===== src/rtl/npu_pkg.sv =====
// Shared widths, column layout and saturation helper for the NPU MAC final adder stage.
package npu_pkg;

  localparam int SUM_W    = 20;
  localparam int OUT_W    = 13;
  localparam int COL_IN_W = 56;
  localparam int COL_LO   = 3;
  localparam int COL_HI   = 19;

  localparam int SAT_MAX = 4095;
  localparam int SAT_MIN = -4096;

  localparam int COL_W_3   = 1;
  localparam int COL_W_4   = 2;
  localparam int COL_W_5   = 3;
  localparam int COL_W_6   = 3;
  localparam int COL_W_MID = 4;
  localparam int COL_W_17  = 3;
  localparam int COL_W_18  = 3;
  localparam int COL_W_19  = 1;

  typedef logic signed [OUT_W-1:0] act_t;

  function automatic int col_width(input int k);
    int w;
    case (k)
      3:       w = COL_W_3;
      4:       w = COL_W_4;
      5:       w = COL_W_5;
      6:       w = COL_W_6;
      17:      w = COL_W_17;
      18:      w = COL_W_18;
      19:      w = COL_W_19;
      default: w = COL_W_MID;
    endcase
    return w;
  endfunction

  // Columns are packed LSB first, so a column's offset is the total width of all lower columns.
  function automatic int col_offset(input int k);
    int off;
    off = 0;
    for (int j = COL_LO; j < k; j++) begin
      off += col_width(j);
    end
    return off;
  endfunction

  function automatic logic [2:0] popcount4(input logic [3:0] v);
    return {2'b00, v[0]} + {2'b00, v[1]} + {2'b00, v[2]} + {2'b00, v[3]};
  endfunction

  // The two top sum bits disagreeing means the value does not fit the 13-bit window at weight 2^6.
  function automatic act_t saturate(input logic [SUM_W-1:0] s);
    act_t r;
    case (s[SUM_W-1 -: 2])
      2'b01:   r = act_t'(SAT_MAX);
      2'b10:   r = act_t'(SAT_MIN);
      default: r = act_t'(s[SUM_W-2 -: OUT_W]);
    endcase
    return r;
  endfunction

endpackage


===== src/rtl/addertree_final_column_sum.sv =====
// Combinational resolve of the stage2 column bits: popcount each column, weight it, add.
module column_sum
  import npu_pkg::*;
(
  input  logic [COL_IN_W-1:0] col_in,
  output logic [SUM_W-1:0]    sum
);

  logic [SUM_W-1:0] terms [COL_LO:COL_HI];

  for (genvar k = COL_LO; k <= COL_HI; k++) begin : g_col
    localparam int W   = col_width(k);
    localparam int OFF = col_offset(k);

    logic [3:0] bits;
    logic [2:0] ones;

    assign bits     = 4'(col_in[OFF +: W]);
    assign ones     = popcount4(bits);
    assign terms[k] = SUM_W'(ones) << k;
  end

  // Carries out of bit 19 fall off naturally in the 20-bit additions.
  assign sum = ((terms[3]  + terms[4])  + (terms[5]  + terms[6]))
             + ((terms[7]  + terms[8])  + (terms[9]  + terms[10]))
             + ((terms[11] + terms[12]) + (terms[13] + terms[14]))
             + ((terms[15] + terms[16]) + (terms[17] + terms[18]))
             + terms[19];

endmodule


===== src/rtl/addertree_final.sv =====
// Final carry-propagate, saturation and accumulation-group sequencing of the MAC datapath.
// Optional build macro ADDERTREE_RELU_EN clamps negative group results to zero on out_data.
module addertree_final
  import npu_pkg::*;
#(
  parameter int ACC_LEN = 4
) (
  input  logic                clk,
  input  logic                reset,
  input  logic [COL_IN_W-1:0] col_in,
  input  logic                in_valid,
  output logic                in_ready,
  input  logic                clear,
  output act_t                pre_output,
  output act_t                out_data,
  output logic                out_valid,
  input  logic                out_ready
);

  localparam int CNT_W = (ACC_LEN > 2) ? $clog2(ACC_LEN) : 1;
  localparam logic [CNT_W-1:0] LAST_STEP = CNT_W'(ACC_LEN - 1);

  logic [SUM_W-1:0] col_total;
  act_t             step_result;
  act_t             final_result;
  logic [CNT_W-1:0] cnt;
  logic             accept;
  logic             last_step;

  column_sum u_column_sum (
    .col_in (col_in),
    .sum    (col_total)
  );

  assign step_result = saturate(col_total);

`ifdef ADDERTREE_RELU_EN
  assign final_result = step_result[OUT_W-1] ? '0 : step_result;
`else
  assign final_result = step_result;
`endif

  // Stall input only while a finished result is held and not being drained this cycle.
  assign in_ready  = !out_valid || out_ready;
  assign accept    = in_valid && in_ready;
  assign last_step = (cnt == LAST_STEP);

  always_ff @(posedge clk) begin
    if (reset) begin
      cnt        <= '0;
      pre_output <= '0;
      out_data   <= '0;
      out_valid  <= 1'b0;
    end else begin
      if (out_valid && out_ready) begin
        out_valid <= 1'b0;
      end
      // clear drops any step arriving with it but leaves the held output alone.
      if (clear) begin
        cnt        <= '0;
        pre_output <= '0;
      end else if (accept) begin
        if (last_step) begin
          out_data   <= final_result;
          out_valid  <= 1'b1;
          pre_output <= '0;
          cnt        <= '0;
        end else begin
          pre_output <= step_result;
          cnt        <= cnt + 1'b1;
        end
      end
    end
  end

endmodule


===== config.mk =====
export PLATFORM = sky130hd
export DESIGN_NAME = addertree_final
export DESIGN_NICKNAME = d
export VERILOG_FILES = /design/src/rtl/npu_pkg.sv /design/src/rtl/addertree_final_column_sum.sv /design/src/rtl/addertree_final.sv
export SDC_FILE = /design/constraint.sdc
export NUM_CORES = 1
export LEC_CHECK = 0
export BUFFER_PORTS_ARGS = -buffer_cell sky130_fd_sc_hd__buf_2
export CAP_MARGIN = 0
export CORE_UTILIZATION = 54
export DETAILED_ROUTE_END_ITERATION = 8
export HOLD_SLACK_MARGIN = 0.15
export MAX_ROUTING_LAYER = met4
export PLACE_DENSITY = 0.92
export SYNTH_ARGS = -nofsm -noshare
export SYNTH_HDL_FRONTEND = slang
export SYNTH_HIERARCHICAL = 1
export SYNTH_SLANG_ARGS = --single-unit

===== constraint.sdc =====
create_clock -name clk -period 6.9 [get_ports clk]
set_clock_uncertainty 0.05 [all_clocks]
set_input_delay 1.035 -clock clk [delete_from_list [all_inputs] [get_ports clk]]
set_output_delay 1.035 -clock clk [all_outputs]
set_load 0.05 [all_outputs]

* Word-level counts from Yosys, hierarchy flattened
Index checks and enable logic that the tools add are counted.
** Storage, ports and cells
- Flip-flop bits (word level) :: 29
- Bits in latches :: 0
- Memory bits (writable) :: 0
- Memory bits (read-only) :: 0
- Output and inout bits :: 28
- Memories kept :: 0
** Cells by class
- Add/sub/neg operators :: 56
- Multiply operators :: 0
- Divide/modulo/power cells :: 0
- Order comparisons :: 0
- Equality and inequality tests :: 3
- Shifts and indexed selects :: 0
- Muxes and demuxes :: 7
- Bitwise logic cells :: 1
- Reduce and logical (&&, ||, !) cells :: 6
** Operator list (number)
- $add A20 B20 Y20 :: 4
- $add A3 B1 Y3 :: 23
- $add A1 B1 Y2 :: 15
- $pmux W13 S2 :: 1
- $add A16 B19 Y20 :: 1
- $add A18 B19 Y20 :: 1
- $add A16 B18 Y19 :: 1
- $add A16 B17 Y18 :: 1
- $add A11 B15 Y16 :: 1
- $add A14 B15 Y16 :: 1
- $add A12 B14 Y15 :: 1
- $add A12 B13 Y14 :: 1
- $mux W13 :: 1
- $add A10 B11 Y12 :: 1
- $add A8 B10 Y11 :: 1
- $add A8 B9 Y10 :: 1
- $add A4 B7 Y8 :: 1
- $eq A2 B2 Y1 const B :: 2
- $mux W1 :: 4
- $reduce_and A3 Y1 :: 1
- $add A2 B1 Y2 :: 1
- $add A2 B1 Y2 const B :: 1
- $eq A2 B1 Y1 const B :: 1
- $logic_and A1 B1 Y1 :: 2
- 5 further kinds :: 5

* Logic depth before layout (Yosys ltp)
- Depth in word-level cells :: 12
- Depth in mapped cells :: 23

* Cells and area by module
The synthesis kept the hierarchy.
** By module, submodules not included
- column_sum :: times used 1, cells an instance 198, area an instance 1895.6 sq um
- addertree_final :: times used 1, cells an instance 114, area an instance 1317.5 sq um

* Least setup slack after synthesis
Ideal clock, no wire load.
- Kind :: input -> register
- From :: input col_in[33]
- To :: register out_data[10]
- Data arrival time :: 5.985 ns
- Setup slack :: 0.731 ns
- Stages on the path :: 21
- Buffers on the path :: 2
- Cell sequence :: fa_1 > ha_1 > ha_1 > ha_1 > fa_1 > xnor2_1 > fa_1 > fa_1 > inv_1 > ha_1 > nand4_1 > nor2_1 > a2111oi_0 > o31ai_1 > xor2_1 > inv_1 > ha_1 > buf_2 > buf_2 > mux2i_1 > a211oi_1
** Between the ends
- Cells in the longest elaborated chain, start to end :: 10
** Ends and longest elaborated chain
- start, declared :: RTL line addertree_final.sv:10 : input logic [COL_IN_W-1:0] col_in,
- $add A1 B1 Y2 (*) :: RTL line npu_pkg.sv:50 : return {2'b00, v[0]} + {2'b00, v[1]} + {2'b00, v[2]} + {2'b00, v[3]};
- $add A3 B1 Y3 (*) (2 in series) :: RTL line npu_pkg.sv:50
- $add A16 B17 Y18 (*) :: RTL line addertree_final_column_sum.sv:26 : + ((terms[11] + terms[12]) + (terms[13] + terms[14]))
- $add A16 B18 Y19 (*) :: RTL line addertree_final_column_sum.sv:26
- $add A16 B19 Y20 (*) :: RTL line addertree_final_column_sum.sv:26
- $add A20 B20 Y20 (*) :: RTL line addertree_final_column_sum.sv:27 : + ((terms[15] + terms[16]) + (terms[17] + terms[18]))
- $add A20 B20 Y20 (*) :: RTL line addertree_final_column_sum.sv:28 : + terms[19];
- via col_total[18] :: RTL line addertree_final.sv:23 : logic [SUM_W-1:0] col_total;
- $eq A2 B2 Y1 or $eq A2 B1 Y1 (tied branches) :: RTL line npu_pkg.sv:56 : case (s[SUM_W-1 -: 2])
- $pmux W13 S2 (*) :: RTL line npu_pkg.sv:56
- end signal, assigned :: RTL line addertree_final.sv:64 : out_data <= final_result;
- end, declared :: RTL line addertree_final.sv:15 : output act_t out_data,
The timed path passes the listed nets; every way through them passes the cells marked *.
A chain may end at the register's enable or synchronous reset.

* Worst setup path in the final report
- From :: input col_in[25]
- To :: register out_data[8]
** Between the ends
- Cells in the longest elaborated chain, start to end :: 10
** Ends and longest elaborated chain (RTL line)
- $add A1 B1 Y2 (*) :: npu_pkg.sv:50
- $add A3 B1 Y3 (*) (2 in series) :: npu_pkg.sv:50
- $add A14 B15 Y16 (*) :: addertree_final_column_sum.sv:26
- $add A16 B18 Y19 (*) :: addertree_final_column_sum.sv:26
- $add A16 B19 Y20 (*) :: addertree_final_column_sum.sv:26
- $add A20 B20 Y20 (*) :: addertree_final_column_sum.sv:27
- $add A20 B20 Y20 (*) :: addertree_final_column_sum.sv:28
- via col_total[18] :: addertree_final.sv:23
- $eq A2 B2 Y1 or $eq A2 B1 Y1 (tied branches) :: npu_pkg.sv:56
- $pmux W13 S2 (*) :: npu_pkg.sv:56
Marked as above.

==> reports/qor.yml <==
drive_gt1_share_pct: 29.4
syn_nets: 457
slew_viol_final: 0
ys_warn_count: 6
core.rowCount: 27
drtIter0Drc: 144
vias_per_cell: 5.76
setup_violations: 0
htreeDepth: 2
pwr-share-clk_pct: 11.3
place.gp.congestion: 0.810
p_int_w: 0.000786
postCtsSetupBuffers: 0
synthCells: 307
worst_slew_pin_slew_ns: 0.560
seqPwrFrac_pct: 13.6
n_antenna_cell: 0
met3_usage_pct: 2.64
ir_worst_vdd_mv: 0.260
cp_common_cell: "ha_1"
clockBufferDepth: 2
vias: 2669
cp.arrival_ns: 6.59
finalCoreUtilization_pct: 67.6
max_stage_delay_ns: 0.55
cts.clk_slew.worst_paths_ns: 0.06
cts_tree: "done"
dpl.hpwl_um: 5490
max_slew_margin_pct: 62.4
syn2layout_area_growth_pct: 18.5
drt_wl_total_um: 6820
top_usage_layer: "met2"
fin_nets: 540
maxCapViolCount: 0
p_switching_w: 0.000837
clk_latency_ns: 0.28
drc_errors: 0
grt_use_total_pct: 24.4
final_area_um2: 3770
multiInputGateArea_um2: 2370
period_share_pct: 94.1
crit_type: "input port to flip-flop"
cts_buffers: 5
routedWlPerCell_um: 14.7
cts_resized: 0
use_met2_pct: 42.9
cp_max_fo: 13
initial_core_util_pct: 57.0
start_kind: "input port"
combinationalPowerShare_pct: 75.1
die_y_um: 78.7
firstDrtPassIters: 4
path_cells: "buf_2 -> fa_1 -> ha_1 -> ha_1 -> ha_1 -> inv_1 -> fa_1 -> fa_1 -> inv_1 -> ha_1 -> ha_1 -> a21oi_1 -> nor2_1 -> a2111oi_0 -> o31ai_1 -> xor2_1 -> inv_1 -> ha_1 -> buf_4 -> mux2i_1 -> a211oi_1"
place_area_um2: 3650
antenna_found_initial: 0
cts_hold_buf: 0
grt_max_degree: 18
core_um2: 5570
clock-root-buffer: "clkbuf_8"
cts.sinks: 29
syn_avg_cell_area_um2: 10.4
dieArea_um2: 6200
grt_pass1_vias: 2594
critPathCaptureType: "flip-flop"
p_sw_share_pct: 51.5
ant_nets: 0
final.setup.tns_ns: 0
grt_pass1_wl_um: 11700
grt_overflow: 0
p_leak_nw: 1.95
ios: 89
hold_violations: 0
power.density_nw_per_um2: 431
port_buffers: 87
met1_usage_pct: 28.7
outcome: "finished clean"
fmax_mhz: 154
period_needed_ns: 6.49
dieWidth_um: 78.7
crit_slowest_cell: "fa_1"
worstPathRequired_ns: 6.99
hold_path.class: "flip-flop to flip-flop"
syn-cell-area_um2: 3180
rsz0062_at_grt: "false"
seq_area_um2: 581
num-fill-cells: 437
## cells in the final DEF, fill, tap and decap left out, types with 2 or more instances in the layout
cell,n
nand2_1,8
o2bb2ai_1,3
o2bb2ai_2,10
a21o_1,4
inv_1,41
buf_2,87
nand3_1,2
a41oi_1,13
a21oi_2,2
mux2i_1,13
a211o_1,2
a22oi_1,2
xnor2_1,10
o21ai_0,8
a21oi_1,9
nor2_1,7
clkbuf_8,6
nand4_1,2
buf_4,2
ha_1,64
fa_1,25
xor2_1,6
a211oi_1,14
dfxtp_1,29
a31oi_1,2
## flip-flops by register name, summed over array words and instances (netlist names)
| signal | count |
|---|---|
| out_data | 13 |
| cnt | 2 |
| out_valid | 1 |
| pre_output | 13 |
## worst max-delay path, delay by kind of cell
family,cells,cell delay (ns)
AND/OR/NAND/NOR,1,0.12
XOR/XNOR,1,0.27
buffers and inverters,5,0.53
AO/OA/AOI/OAI,4,1.17
multiplexers,1,0.37
adder cells (fa/ha/maj),9,3.09
## layout make-up
class	instances	share of cell area, %
Multi-Input combinational cell	223	62.9
Clock buffer	6	2.19
Timing Repair Buffer	89	12.0
Inverter	42	4.18
Clock inverter	2	0.996
Tap cell	72	2.39
Sequential cell	29	15.4
## stage by stage
stage               power [W]  std cells  setup WS (ns)  hold WS [ns]
finish                0.00162        463          0.406         0.422
global route          0.00177        463          0.181         0.430
CTS                   0.00162        463          0.473         0.424
detailed placement    0.00142        455          0.192         0.397
global placement      0.00137        455          0.510         0.395
floorplan             0.00119        307          0.731         0.403
## power by group through the flow
| stage | combinational [W] | clock, W | sequential, W |
|---|---|---|---|
| 6_report | 0.00122 | 0.000183 | 0.000220 |
| 5_1_grt | 0.00135 | 0.000194 | 0.000223 |
| 4_1_cts | 0.00121 | 0.000185 | 0.000220 |
| 3_5_place_dp | 0.00120 | 0 | 0.000221 |
| 3_3_place_gp | 0.00115 | 0 | 0.000220 |
| 2_1_floorplan | 0.000862 | 0 | 0.000323 |
## final timing paths
| check | from | endpoint | slack (ns) | depth (start not counted) |
|---|---|---|---|---|
| setup reg to reg | cnt[0]$_SDFFE_PP0N_ | out_data[11]$_SDFFE_PP0P_ | 5.04 | 3 |
| setup / recovery | col_in[25] | out_data[8]$_SDFFE_PP0P_ | 0.41 | 21 |
| hold reg to reg | pre_output[12]$_SDFFE_PP0N_ | pre_output[12]$_SDFFE_PP0N_ | 0.42 | 1 |
| hold / removal | pre_output[12]$_SDFFE_PP0N_ | pre_output[12]$_SDFFE_PP0N_ | 0.42 | 1 |
## layer usage
| layer | wire (µm) | vias to the layer above |
|---|---|---|
| met5 | 0 | - |
| met4 | 114 | 0 |
| met3 | 446 | 13 |
| met2 | 3490 | 139 |
| met1 | 2770 | 1238 |
| li1 | - | 1279 |
Note: power is estimated with default switching activity, not from simulation.
